$ cat config.mk
export PLATFORM = sky130hd
export DESIGN_NAME = dmem_arbiter
export DESIGN_NICKNAME = d
export VERILOG_FILES = /design/src/rtl/dmem_arbiter.sv
export SDC_FILE = /design/constraint.sdc
export NUM_CORES = 1
export LEC_CHECK = 0
export ABC_CLOCK_PERIOD_IN_PS = 2200
export BUFFER_PORTS_ARGS = -buffer_cell sky130_fd_sc_hd__buf_2
export CORE_MARGIN = 5
export CORE_UTILIZATION = 43
export CTS_CLUSTER_SIZE = 28
export DETAILED_ROUTE_END_ITERATION = 7
export PLACE_DENSITY = 0.95
export SYNTH_ARGS = -nofsm -noshare
export SYNTH_HDL_FRONTEND = slang
export SYNTH_SLANG_ARGS = --single-unit
$ cat constraint.sdc
create_clock -name clk -period 2.2 [get_ports clk]
set_input_delay 0.33 -clock clk [delete_from_list [all_inputs] [get_ports clk]]
set_output_delay 0.33 -clock clk [all_outputs]
set_load 0.05 [all_outputs]
$ cat src/rtl/dmem_arbiter.sv
// dmem_arbiter
// Arbitrates two requesters onto one 512x32 byte-enabled data memory. The
// memory reads asynchronously and writes on the rising clock edge.
// Port 0 (core load/store) has fixed priority. Port 1 (loader/DMA) is
// force-granted for one cycle after waiting MAX_WAIT consecutive cycles.
//
// Parameters:
//   MAX_WAIT  cycles port 1 may be held off before a forced grant (0 = never)
// Ports:
//   clk, rst                    clock, synchronous active-high reset
//   pN_valid/we/addr/wdata/be   request from port N (N = 0, 1)
//   pN_ready                    request accepted this cycle (combinational)
//   pN_rvalid/rdata             registered response, one cycle after accept
//   mem_addr/wdata/be/wren      memory request from the granted port
//   mem_rdata                   asynchronous memory read word
module dmem_arbiter #(
  parameter int unsigned MAX_WAIT = 8
) (
  input  logic        clk,
  input  logic        rst,
  input  logic        p0_valid,
  input  logic        p0_we,
  input  logic [10:0] p0_addr,
  input  logic [31:0] p0_wdata,
  input  logic [3:0]  p0_be,
  output logic        p0_ready,
  output logic        p0_rvalid,
  output logic [31:0] p0_rdata,
  input  logic        p1_valid,
  input  logic        p1_we,
  input  logic [10:0] p1_addr,
  input  logic [31:0] p1_wdata,
  input  logic [3:0]  p1_be,
  output logic        p1_ready,
  output logic        p1_rvalid,
  output logic [31:0] p1_rdata,
  output logic [10:0] mem_addr,
  output logic [31:0] mem_wdata,
  output logic [3:0]  mem_be,
  output logic        mem_wren,
  input  logic [31:0] mem_rdata
);

  localparam int unsigned CNT_W = (MAX_WAIT == 32'd0) ? 1 : $clog2(MAX_WAIT + 32'd1);
  localparam logic [CNT_W-1:0] MAX_WAIT_C = CNT_W'(MAX_WAIT);
  localparam bit FORCE_EN = (MAX_WAIT != 32'd0);

  logic [CNT_W-1:0] wait_cnt_r;
  logic             force_s;
  logic             gnt0_s;
  logic             gnt1_s;
  logic             mem_wren_s;
  logic             p0_rvalid_r;
  logic             p1_rvalid_r;
  logic [31:0]      p0_rdata_r;
  logic [31:0]      p1_rdata_r;

  // Grant selection: port 0 priority unless port 1 has waited long enough.
  always_comb begin
    force_s = 1'b0;
    if (FORCE_EN && (wait_cnt_r >= MAX_WAIT_C) && p1_valid) begin
      force_s = 1'b1;
    end else begin
      force_s = 1'b0;
    end
    gnt1_s = p1_valid && (!p0_valid || force_s);
    gnt0_s = p0_valid && !gnt1_s;
  end

  // Memory request mux; the raw grant steers the fields even during reset.
  always_comb begin
    mem_addr   = 11'd0;
    mem_wdata  = 32'd0;
    mem_be     = 4'd0;
    mem_wren_s = 1'b0;
    case ({gnt1_s, gnt0_s})
      2'b10: begin
        mem_addr   = p1_addr;
        mem_wdata  = p1_wdata;
        mem_be     = p1_be;
        mem_wren_s = p1_we;
      end
      2'b01: begin
        mem_addr   = p0_addr;
        mem_wdata  = p0_wdata;
        mem_be     = p0_be;
        mem_wren_s = p0_we;
      end
      default: begin
        mem_addr   = 11'd0;
        mem_wdata  = 32'd0;
        mem_be     = 4'd0;
        mem_wren_s = 1'b0;
      end
    endcase
  end

  // Reset blocks every accept and every memory write.
  assign p0_ready  = gnt0_s & ~rst;
  assign p1_ready  = gnt1_s & ~rst;
  assign mem_wren  = mem_wren_s & ~rst;

  assign p0_rvalid = p0_rvalid_r;
  assign p1_rvalid = p1_rvalid_r;
  assign p0_rdata  = p0_rdata_r;
  assign p1_rdata  = p1_rdata_r;

  // Response registers: capture the pre-write word on the accepting edge.
  always_ff @(posedge clk) begin
    if (rst) begin
      p0_rvalid_r <= 1'b0;
      p1_rvalid_r <= 1'b0;
      p0_rdata_r  <= 32'd0;
      p1_rdata_r  <= 32'd0;
    end else begin
      p0_rvalid_r <= p0_valid & p0_ready;
      p1_rvalid_r <= p1_valid & p1_ready;
      if (p0_valid & p0_ready) begin
        p0_rdata_r <= mem_rdata;
      end else begin
        p0_rdata_r <= p0_rdata_r;
      end
      if (p1_valid & p1_ready) begin
        p1_rdata_r <= mem_rdata;
      end else begin
        p1_rdata_r <= p1_rdata_r;
      end
    end
  end

  // Port 1 starvation counter, saturating at MAX_WAIT.
  always_ff @(posedge clk) begin
    if (rst) begin
      wait_cnt_r <= {CNT_W{1'b0}};
    end else if (!p1_valid || p1_ready) begin
      wait_cnt_r <= {CNT_W{1'b0}};
    end else if (wait_cnt_r < MAX_WAIT_C) begin
      wait_cnt_r <= wait_cnt_r + CNT_W'(1);
    end else begin
      wait_cnt_r <= wait_cnt_r;
    end
  end

endmodule

==> flow_summary.toml <==
[pwr]
power_w = 0.003558
peakVddDrop_v = 0.0003632
p_leak_nw = 2.398
power_density_nw_per_um2 = 741.4

[sta]
min_period_over_period = 0.9726
report.final.slew_viol_count = 0
rsz0062_at_grt = "true"
finClkSkew_ns = 0.008536
tightest_slew_ns = 0.4831
setup_violations = 0
finalSetupTns_ns = 0
fmax_mhz = 467.3
fin_ws_ns = 0.06019
timing.slew.headroom = 0.6779
min_period_ns = 2.140
final_hold_viol_count = 0

[clocking]
cts_tree = "done"
cts_hold_buf = 0
clk_path_buf_depth = 2
insertion_delay_ns = 0.33
clkSinkCount = 70
cts_buffers = 9
htreeDepth = 3
cts_setup_buffers = 0
clk_pin_slew_ns = 0.08
cts_root_buf = "clkbuf_8"

[worst_setup_path]
worst_ep_required_time_ns = 1.87
cp-endpoint = "mem_addr[4]"
cp_cell_sequence = "nand2b_4, and2_2, bufbuf_16, a22o_4, buf_12"
worstSetupEndpointType = "output pin"
reg2reg_to = "wait_cnt_r[1]"
crit_type = "reg2out"
r2r_start = "wait_cnt_r[3]"
slowest_stage = "dfxtp_2"
r2r_slack_ns = 0.86
critPathLaunch = "wait_cnt_r[3]"
crit_path_start_kind = "register"
critPathBufInv = 2
cp_slowest_stage_delay_ns = 0.36
path_depth = 5
r2r_cells = 4
cp_data_arrival_time_ns = 1.81
path_delay_family = "buffers and inverters"
path_max_fanout = 40

[floorplanning]
boundaryPins = 248
die_x_um = 96.73
start_util = 0.4435
core_sq_um = 7292
die-height_um = 96.73
row_count = 31
die_area_sq_um = 9357

[layout]
syn2layout_area_growth_pct = 48.39
nFillCells = 616
fin_nets = 733
final_area_sq_um = 4800
drive_gt1_frac = 0.4603

[routing]
drt-pass1-iter-count = 4
num_vias = 3752
drtIter0Drc = 116
wire_per_inst_um = 17.36
vias_per_cell = 5.307
wirelength_mm = 12.28
drc = 0
ant_nets = 0

[synthesis]
syn-num-nets = 507
ys_seq_area_frac = 0.4333
synthArstFlopShare = 0
synth_most_common_cell = "dfxtp_1"
synth_area_sq_um = 3234
synth_area_leaders = "dfxtp_1 43%, a22o_1 13%, nand4b_1 8.7%"
synth_cells = 373
yosys-top-cells-count = "70 x dfxtp_1, 64 x nand2_1, 47 x a22o_1"
ys_warn_count = 0
yosysTopAreaCellShare = 0.4333
synthFlopType = "dfxtp_1"
ys_ff_latch = 70
yosys.area.top_type = "dfxtp_1"
syn_avg_cell_area_sq_um = 8.671
yosysUniqueCellTypes = 24
synth_edf_count = 0

[worst_hold_path]
hold_path_depth = 3
hold_path_class = "in2reg"

[place]
postPlaceCellArea_sq_um = 4498
gp_congestion = 0.9727
place_ws_ns = 0.2977
io_buffers = 247
dp_hpwl_mm = 9.254

[grt]
antenna_found_initial = 5
grt_max_degree = 57
grt_pass1_wl_mm = 19.31
grt_pass1_vias = 3843
grt_overflow_total = 0
grtUsageTotal = 0.2517

[run_status]
status = "complete, no violations"

[job]
max_cap_viol_count = 0
[worst min-delay path by stage]
stage / start / slack, ns / to
finish: mem_rdata[9] / 0.24 / p0_rdata[9]
global route: mem_rdata[22] / 0.22 / p0_rdata[22]
CTS: mem_rdata[9] / 0.22 / p0_rdata[9]
detailed placement: p0_rdata[20] / 0.44 / p0_rdata[20]
global placement: p0_rdata[28] / 0.44 / p0_rdata[28]
floorplan: wait_cnt_r[0] / 0.43 / wait_cnt_r[0]
[final cells by class]
class                           count  area (sq um)  area share
Clock buffer                       11         151.4     0.03154
Antenna cell                        4         10.01    0.002086
Multi-Input combinational cell    260          1623      0.3381
Timing Repair Buffer              256          1400      0.2917
Tap cell                           99         123.9     0.02581
Clock inverter                      5         81.33     0.01694
Inverter                            2         7.507    0.001564
Sequential cell                    70          1403      0.2922
[metal layers]
| layer | track usage | vias up | part of all wire |
|---|---|---|---|
| li1 | - | 1769 | - |
| met1 | 0.2547 | 1758 | 0.37 |
| met2 | 0.4697 | 195 | 0.53 |
| met3 | 0.07986 | 28 | 0.077 |
| met4 | 0.1080 | 2 | 0.029 |
| met5 | 0 | - | 0.0011 |
[through the flow]
stage	utilization	instances	hold WS [ns]
CTS	0.6551	703	0.2211
global placement	0.6169	686	0.4381
detailed placement	0.6169	686	0.4450
floorplan	-	373	0.4297
global route	0.6582	707	0.2170
finish	0.6582	707	0.2415
[report_power, final]
part	switching, W	internal (W)	total, W	leakage [nW]
registers	0.0000309	0.00133	0.00136	0.575
logic	0.000717	0.000306	0.00102	1.71
clock network	0.000473	0.000701	0.00117	0.116
[flip-flops by register name, summed over array words and instances (netlist names)]
register    count
p0_rdata       32
p0_rvalid       1
p1_rdata       32
p1_rvalid       1
wait_cnt_r      4
[worst min-delay path, cell delays in order]
cell	delay [ns]
buf_2	0.11
nand2_1	0.05
a21oi_1	0.05
[cell usage in the layout (no fill, tap or decap)]
| cell type | Yosys | final |
|---|---|---|
| a22o_4 | 0 | 1 |
| buf_6 | 7 | 1 |
| nand2_1 | 64 | 64 |
| nor2b_1 | 3 | 3 |
| bufinv_16 | 0 | 2 |
| nand3_1 | 1 | 1 |
| a32oi_1 | 1 | 1 |
| bufbuf_16 | 0 | 1 |
| buf_4 | 0 | 10 |
| o21ai_0 | 24 | 24 |
| ha_1 | 2 | 2 |
| clkbuf_8 | 0 | 11 |
| clkinv_2 | 0 | 1 |
| dfxtp_2 | 0 | 1 |
| a22o_1 | 47 | 46 |
| clkinv_4 | 0 | 1 |
| and2_2 | 0 | 1 |
| buf_2 | 14 | 240 |
| buf_12 | 0 | 4 |
| a21oi_1 | 32 | 32 |
| nand2b_1 | 32 | 32 |
| nand2b_4 | 1 | 1 |
| or3b_1 | 1 | 1 |
| inv_1 | 2 | 2 |
| mux2i_1 | 1 | 1 |
| clkinvlp_4 | 0 | 1 |
| dfxtp_1 | 70 | 69 |
| diode_2 | 0 | 4 |
| nand4b_1 | 32 | 32 |
| a21boi_4 | 0 | 1 |
| a21bo_2 | 1 | 1 |
| xnor2_1 | 1 | 1 |
| nor2_1 | 7 | 7 |
| o21ai_1 | 8 | 8 |
[cells by family after synthesis]
kind of cell	after synthesis	share of synthesized area
xor+xnor	1	0.002708
flops	70	0.4333
buf+inv	43	0.07157
fa+ha+maj	2	0.007736
compound gates	114	0.2344
simple gates	142	0.2472
mux	1	0.003095
[timing repair]
item / 4_1_cts / 5_1_grt
setup endpoints to repair: 47 / 2
pin swaps: 0 / 0
cloned: 1 / 0
gates resized for setup: 6 / 2
Power figures use the tool's default switching activity.
